**src/rtl/pipe_muldiv_unit.sv**
```systemverilog
// Iterative signed/unsigned multiply/divide unit: one bit per cycle on operand
// magnitudes (shift-add / restoring), followed by a single sign-fix cycle.
module pipe_muldiv_unit #(
    parameter int WIDTH = 32,
    parameter int CNT_W = 6
) (
    input  logic             clk,
    input  logic             rst,
    input  logic             start,
    input  logic             kill,
    input  logic [1:0]       op,
    input  logic [WIDTH-1:0] a,
    input  logic [WIDTH-1:0] b,
    output logic             busy,
    output logic             ready,
    output logic [WIDTH-1:0] resLo,
    output logic [WIDTH-1:0] resHi,
    output logic             divZero
);

    localparam logic [1:0] IDLE = 2'd0;
    localparam logic [1:0] RUN  = 2'd1;
    localparam logic [1:0] FIX  = 2'd2;
    localparam logic [1:0] DONE = 2'd3;

    localparam logic [CNT_W-1:0] CNT_LAST = CNT_W'(WIDTH - 1);
    localparam logic [CNT_W-1:0] CNT_ONE  = CNT_W'(1);

    function automatic logic [WIDTH-1:0] negW(input logic [WIDTH-1:0] x);
        return ~x + {{(WIDTH-1){1'b0}}, 1'b1};
    endfunction

    function automatic logic [2*WIDTH-1:0] neg2W(input logic [2*WIDTH-1:0] x);
        return ~x + {{(2*WIDTH-1){1'b0}}, 1'b1};
    endfunction

    logic [1:0]       state_r;
    logic [1:0]       nextState_s;
    logic [CNT_W-1:0] cnt_r;
    logic             isDiv_r;
    logic             signA_r;
    logic             signB_r;
    logic             bZero_r;
    logic [WIDTH-1:0] divisor_r;
    logic [WIDTH-1:0] hi_r;
    logic [WIDTH-1:0] lo_r;
    logic             busy_r;
    logic             ready_r;
    logic [WIDTH-1:0] resLo_r;
    logic [WIDTH-1:0] resHi_r;
    logic             divZero_r;

    logic             accept_s;
    logic [WIDTH-1:0] magA_s;
    logic [WIDTH-1:0] magB_s;
    logic [WIDTH:0]   mulSum_s;
    logic [WIDTH:0]   divShift_s;
    logic             divGe_s;
    logic [WIDTH-1:0] hiNext_s;
    logic [WIDTH-1:0] loNext_s;
    logic [2*WIDTH-1:0] prodNeg_s;
    logic [WIDTH-1:0] fixLo_s;
    logic [WIDTH-1:0] fixHi_s;
    logic             fixDz_s;

    assign accept_s = start && !kill && ((state_r == IDLE) || (state_r == DONE));
    // |MIN| lands on 2^(WIDTH-1), which is exactly representable as unsigned.
    assign magA_s   = (op[0] && a[WIDTH-1]) ? negW(a) : a;
    assign magB_s   = (op[0] && b[WIDTH-1]) ? negW(b) : b;

    // Next-state decode; kill always wins over a new start.
    always_comb begin
        nextState_s = state_r;
        case (state_r)
            IDLE: begin
                if (accept_s) nextState_s = RUN;
                else          nextState_s = IDLE;
            end
            RUN: begin
                if (kill)                   nextState_s = IDLE;
                else if (cnt_r == CNT_LAST) nextState_s = FIX;
                else                        nextState_s = RUN;
            end
            FIX: begin
                if (kill) nextState_s = IDLE;
                else      nextState_s = DONE;
            end
            DONE: begin
                if (accept_s) nextState_s = RUN;
                else          nextState_s = IDLE;
            end
            default: nextState_s = IDLE;
        endcase
    end

    // One iteration: hi:lo is the product shifting right, or remainder:quotient shifting left.
    always_comb begin
        mulSum_s   = {1'b0, hi_r} + (lo_r[0] ? {1'b0, divisor_r} : {(WIDTH+1){1'b0}});
        divShift_s = {hi_r, lo_r[WIDTH-1]};
        divGe_s    = (divShift_s >= {1'b0, divisor_r});
        if (isDiv_r) begin
            if (divGe_s) begin
                hiNext_s = divShift_s[WIDTH-1:0] - divisor_r;
                loNext_s = {lo_r[WIDTH-2:0], 1'b1};
            end else begin
                hiNext_s = divShift_s[WIDTH-1:0];
                loNext_s = {lo_r[WIDTH-2:0], 1'b0};
            end
        end else begin
            hiNext_s = mulSum_s[WIDTH:1];
            loNext_s = {mulSum_s[0], lo_r[WIDTH-1:1]};
        end
    end

    // Sign fix; with a zero divisor the all-ones quotient is kept and the
    // remainder (|a| re-signed) reproduces the original dividend.
    always_comb begin
        prodNeg_s = neg2W({hi_r, lo_r});
        fixLo_s   = lo_r;
        fixHi_s   = hi_r;
        fixDz_s   = 1'b0;
        if (isDiv_r) begin
            fixHi_s = signA_r ? negW(hi_r) : hi_r;
            if (bZero_r) begin
                fixLo_s = {WIDTH{1'b1}};
                fixDz_s = 1'b1;
            end else begin
                fixLo_s = (signA_r ^ signB_r) ? negW(lo_r) : lo_r;
                fixDz_s = 1'b0;
            end
        end else begin
            if (signA_r ^ signB_r) begin
                fixHi_s = prodNeg_s[2*WIDTH-1:WIDTH];
                fixLo_s = prodNeg_s[WIDTH-1:0];
            end else begin
                fixHi_s = hi_r;
                fixLo_s = lo_r;
            end
        end
    end

    // State, datapath and registered outputs.
    always_ff @(posedge clk or posedge rst) begin
        if (rst) begin
            state_r   <= IDLE;
            cnt_r     <= {CNT_W{1'b0}};
            isDiv_r   <= 1'b0;
            signA_r   <= 1'b0;
            signB_r   <= 1'b0;
            bZero_r   <= 1'b0;
            divisor_r <= {WIDTH{1'b0}};
            hi_r      <= {WIDTH{1'b0}};
            lo_r      <= {WIDTH{1'b0}};
            busy_r    <= 1'b0;
            ready_r   <= 1'b0;
            resLo_r   <= {WIDTH{1'b0}};
            resHi_r   <= {WIDTH{1'b0}};
            divZero_r <= 1'b0;
        end else begin
            state_r <= nextState_s;
            busy_r  <= (nextState_s == RUN) || (nextState_s == FIX);
            ready_r <= (nextState_s == DONE);
            if (accept_s) begin
                cnt_r     <= {CNT_W{1'b0}};
                isDiv_r   <= op[1];
                signA_r   <= op[0] & a[WIDTH-1];
                signB_r   <= op[0] & b[WIDTH-1];
                bZero_r   <= (b == {WIDTH{1'b0}});
                divisor_r <= magB_s;
                hi_r      <= {WIDTH{1'b0}};
                lo_r      <= magA_s;
            end else if (state_r == RUN) begin
                cnt_r <= cnt_r + CNT_ONE;
                hi_r  <= hiNext_s;
                lo_r  <= loNext_s;
            end
            if ((state_r == FIX) && !kill) begin
                resLo_r   <= fixLo_s;
                resHi_r   <= fixHi_s;
                divZero_r <= fixDz_s;
            end
        end
    end

    assign busy    = busy_r;
    assign ready   = ready_r;
    assign resLo   = resLo_r;
    assign resHi   = resHi_r;
    assign divZero = divZero_r;

endmodule

```
**config.mk**
```make
export PLATFORM = sky130hd
export DESIGN_NAME = pipe_muldiv_unit
export DESIGN_NICKNAME = d
export VERILOG_FILES = /design/src/rtl/pipe_muldiv_unit.sv
export SDC_FILE = /design/constraint.sdc
export NUM_CORES = 1
export LEC_CHECK = 0
export ABC_AREA = 1
export CORE_ASPECT_RATIO = 1.25
export CORE_MARGIN = 4
export CORE_UTILIZATION = 50
export DETAILED_ROUTE_END_ITERATION = 7
export PLACE_DENSITY = 0.71
export RECOVER_POWER = 50
export SLEW_MARGIN = 20
export SYNTH_ARGS = -nofsm -noshare
export SYNTH_HDL_FRONTEND = slang
export SYNTH_SLANG_ARGS = --single-unit
```
**constraint.sdc**
```tcl
create_clock -name clk -period 5.98 [get_ports clk]
set_clock_uncertainty 0.05 [all_clocks]
set_input_delay 0.598 -clock clk [delete_from_list [all_inputs] [get_ports clk]]
set_output_delay 0.598 -clock clk [all_outputs]
set_load 0.005 [all_outputs]
```
==> summary by stage <==
GRT
The initial antenna violation count is 0. The largest net degree at the start of global routing is 104. The total global routing overflow is 0. The first-pass GRT wire length is roughly 100 mm.

Global routing used 35.2% of the available tracks across all layers. The via count of the first global-routing pass is 18,700.

Critical path
The worst register-to-register path ends at resHi[21]. Tracing the worst setup path back leads to its startpoint at isDiv_r. The number of stages on the worst setup path is 7. The family with the most delay on the worst path is buffers and inverters. Together, buffers and inverters on the worst path number 2.

The required arrival time at the worst endpoint is 6.25 ns. Data on the critical path arrives at its endpoint at ~4.4 ns. The slowest stage of the critical path is the clkbuf_1 cell. The delay of the slowest critical-path stage is 2.16 ns. The critical path goes through inv_2 > clkbuf_1 > a21oi_1 > o21ai_0 > nand3_1 > nand3_1 > nand2_1.

The top fanout value on the critical path is 54. The worst register-to-register path has a depth of 7. In this run the critical register-to-register path is launched from isDiv_r. The register-to-register setup slack is 1.90 ns. The element type at the critical path start is a flop. The cell occurring most often along the worst timing path is nand3_1.

The worst setup path is of the flop to flop kind. The critical path endpoint category is a flop.

Yosys
The compound-gate portion of the synthesized area is 12.6%. The main flop type after synthesis is dfrtp_1. The number of warnings reported in the yosys synthesis log is 0. The net count after synthesis is 3,083. The post-synthesis instance area is 17,200 sq um. In the synthesized netlist the async set-or-reset flop fraction comes to 100%. After synthesis, the largest family of logic cells by area is simple AND/OR/NAND/NOR gates. The distinct cell type count of the synthesized netlist is 50. The portion of the post-synthesis area used by sequential elements is 25.4%. Synthesis produced 2,940 cells. The number of flops mapped to enable cells by yosys is 0.

The register bit total from synthesis is 175. Summing the areas of all and, or, nand and nor instances in the mapped netlist gives 41.0% of the synthesized area. The synthesized netlist devotes 5.39% of its cell area to adder and majority cells. The post-synthesis share of cell area spent on xor and xnor gates is 3.71%. A synthesized cell averages around 5.9 sq um. The fraction of synthesized area in multiplexers is 0%.

Place
In this run the tool buffered the top-level ports with 136 buffer cells. The worst slack at placement is 2.23 ns. The cell area after placement is 18,900 sq um. At the end of routability-driven placement, the weighted congestion stood at 1.04. The placed wire-length estimate after detailed placement is approximately 55 mm.

Clock tree
The clock tree from TritonCTS is done. The clock transition at the register clock pins on the worst setup and hold paths after CTS is 0.08 ns. The maximum number of buffers from clock root to sink is 2. The tree is rooted in a clkbuf_16. For the worst-skew pair, the clock arrives at the later sink with an insertion delay of 0.47 ns. The number of buffers inserted by hold repair at cts is 0.

The total number of clock tree sinks is 175. The clock buffer count from CTS is 17. The number of setup buffers added after CTS is 0. The level count of the clock H-tree is 4. The post-CTS resize count is 0.

STA
The count of final setup violators is 0. The aggregate negative setup slack is 0 ns. The achievable frequency is 245 MHz. Setup repair after global routing left no endpoint under its margin.

After layout, the worst path uses between 60% and 70% of the clock period. At the pin with the least slew margin, the transition time is 3.17 ns. Subtracting the final worst setup slack from the clock period gives 4.08 ns. Final hold analysis gives a worst-case slack of 0.422 ns. Across all setup checks in the final design, the least slack found is 1.90 ns.

The hold violation count in the final report is 0. Measured against its own limit, the worst slew margin works out to -112%. The total count of max-transition violations in the final report came to 187.

Route
Once detail routing completed, the nets flagged for antenna violations numbered 0. The total iterations of the first detailed-routing run is 8. The wire length on met1 is 26.6 mm. For this block, the routed nets add up to between 60 and 70 mm of wire. The per-cell routed wire length is 19.6 um. The met2 wire length is 31.3 mm. The top metal layer carrying routed signals is met4. The violation count after the first detailed-routing iteration is 2,187.

The sum of met3 wire segment lengths after detailed routing is just under 5 mm. For this run, design rule violations remaining after detail routing come to 0. The per-cell via count in the routed design is 5.67. The number of vias in the routed layout is 19,600.

Die
The area of the die is 37,500 sq um. The floorplan has 75 rows. The floorplan step defined a core boundary enclosing 33,800 sq um. The height of the die is 216 um. The starting density of the core is 51.0%.

The horizontal die dimension is 174 um. For this design the top-level I/O count stands at about 140.

Power
The proportion of power drawn by the clock network is approximately a tenth. Per report_power, the combinational group accounts for 67.6% of the total. The analysis attributes to cell leakage a power of 10.0 nW. The peak supply drop is 301 uV. Summed over all nets, the switching power comes to 6.41 mW.

The total internal power is 4.90 mW. The total power density per cell area is 580 nW/um^2. Of the total power, the share spent switching nets is 56.7%. Per report_power, the sequential group accounts for 21.7% of the total.

Final layout
Relative to the synthesized area, the layout overhead comes to 13.2%. The number of inserted diodes is 0. Cells fill 57.8% of the core in the end. The area of all placed cells without fillers is 19,500 sq um. The post-layout net count is around 3,200.

The number of fillers in the final layout is 3,395. The post-route netlist has around 3% of its cells at a drive strength greater than 1.

Run
Max-cap violations in this run came to 3.

Hold path
The end point of the most critical hold path is resHi[30]. The path class of the tightest hold or removal check is flop to flop. The launch instance of the worst min-delay path is resHi[30]. The worst hold path passes through 2 cells.

Status
The final reports fail on max-capacitance violations, max-slew violations. The run finished, with violations left.
[worst max path at each step]
| stage | end |
|---|---|
| 4_1_cts | resLo[30] |
| 6_report | resHi[21] |
| 3_5_place_dp | lo_r[0] |
| 5_1_grt | busy |
| 2_1_floorplan | bZero_r |
| 3_3_place_gp | lo_r[0] |
[worst reg2reg max path, cell delays in order (launching register included)]
cell      delay [ns]
dfrtp_4         0.63
inv_2           0.09
clkbuf_1        2.16
a21oi_1         0.35
o21ai_0         0.29
nand3_1         0.13
nand3_1         0.13
nand2_1         0.11
[metal layers]
metal  vias to the layer above  track usage (%)
met1                      8931             43.7
met4                         0             22.4
li1                       9533                -
met3                       218             4.38
met2                       937             58.1
met5                         -                0
[logic make-up (layout without fill, tap and decap cells)]
| logic type | after synthesis | in the layout |
|---|---|---|
| simple gates | 1684 | 1684 |
| xor+xnor | 73 | 73 |
| fa+ha+maj | 73 | 73 |
| buf+inv | 533 | 629 |
| compound gates | 402 | 402 |
| flops | 175 | 175 |
[registers in the layout, summed over array words and instances (netlist names)]
register   cells
divisor_r     32
resLo         32
bZero_r        1
divZero        1
hi_r          32
state_r        2
busy           1
signB_r        1
cnt_r          6
signA_r        1
ready          1
resHi         32
isDiv_r        1
lo_r          32
[cell usage in the layout (no fill, tap or decap), types with 7 or more instances in the layout]
cell type,instances
o211ai_1,12
o21bai_1,7
nand4_1,50
or2_2,7
inv_1,439
clkdlybuf4s50_1,104
xnor2_1,14
a31oi_1,16
clkbuf_16,17
nor4_1,8
a22oi_1,14
o21ai_1,10
dlygate4sd3_1,32
buf_4,8
xor2_1,59
nand3b_1,17
nor2_2,14
dfrtp_1,174
nor2_4,7
nor2_1,310
nor3_1,38
nand2_1,961
ha_1,71
o22ai_1,22
a21oi_1,116
o21ai_0,193
nand3_1,250
[synth_stat cells (2+ instances only)]
cell        n  area [sq um]
and2_1      3          18.8
o21ai_0   193           966
o21ai_1    10          50.1
o22a_1      2          17.5
inv_2       6          22.5
buf_1      16          60.1
nor2_4      4          45.0
ha_1       71           888
buf_6       3          33.8
or2_2       7          43.8
and3_1      2          12.5
nand3b_1   17           128
dfrtp_1   175          4380
clkinv_1    4          15.0
nand3_2     4          40.0
nor2_2     13          81.3
fa_1        2          40.0
nand3_1   250          1250
nand2_2     6          37.5
a22oi_1    14           105
xor2_1     59           517
nor4_1      8          50.1
a21oi_1   116           581
xnor2_1    14           123
o31ai_1     3          22.5
buf_2       9          45.0
nor3_1     38           190
a31oi_1    16           100
inv_1     440          1650
clkbuf_1   53           199
nand2_1   961          3610
o211ai_1   12          90.1
o22ai_1    22           138
or2_1       3          18.8
o21bai_1    7          52.6
nor2_1    314          1180
nand4_1    50           313
[cell type report]
type	instances	area, sq um	share of cell area, %
clock buffer	17	425	2.18
clock inverter	15	200	1.03
inverter	450	1690	8.66
multi-input combinational	2232	10800	55.5
sequential	175	4380	22.5
tap	423	529	2.71
timing repair buffer	147	1450	7.43
[power groups by stage]
stage / clock [mW] / sequential [mW] / combinational (mW)
finish: 1.21 / 2.46 / 7.64
global route: 1.27 / 2.52 / 8.47
CTS: 1.21 / 2.43 / 7.52
detailed placement: 0 / 2.45 / 7.48
global placement: 0 / 2.42 / 7.42
floorplan: 0 / 2.16 / 5.20
[stage by stage]
stage / total power [mW] / std cells
floorplan: 7.36 / 2940
global placement: 9.85 / 3427
detailed placement: 9.93 / 3427
CTS: 11.2 / 3459
global route: 12.3 / 3459
finish: 11.3 / 3459
Power figures use the tool's default switching activity.
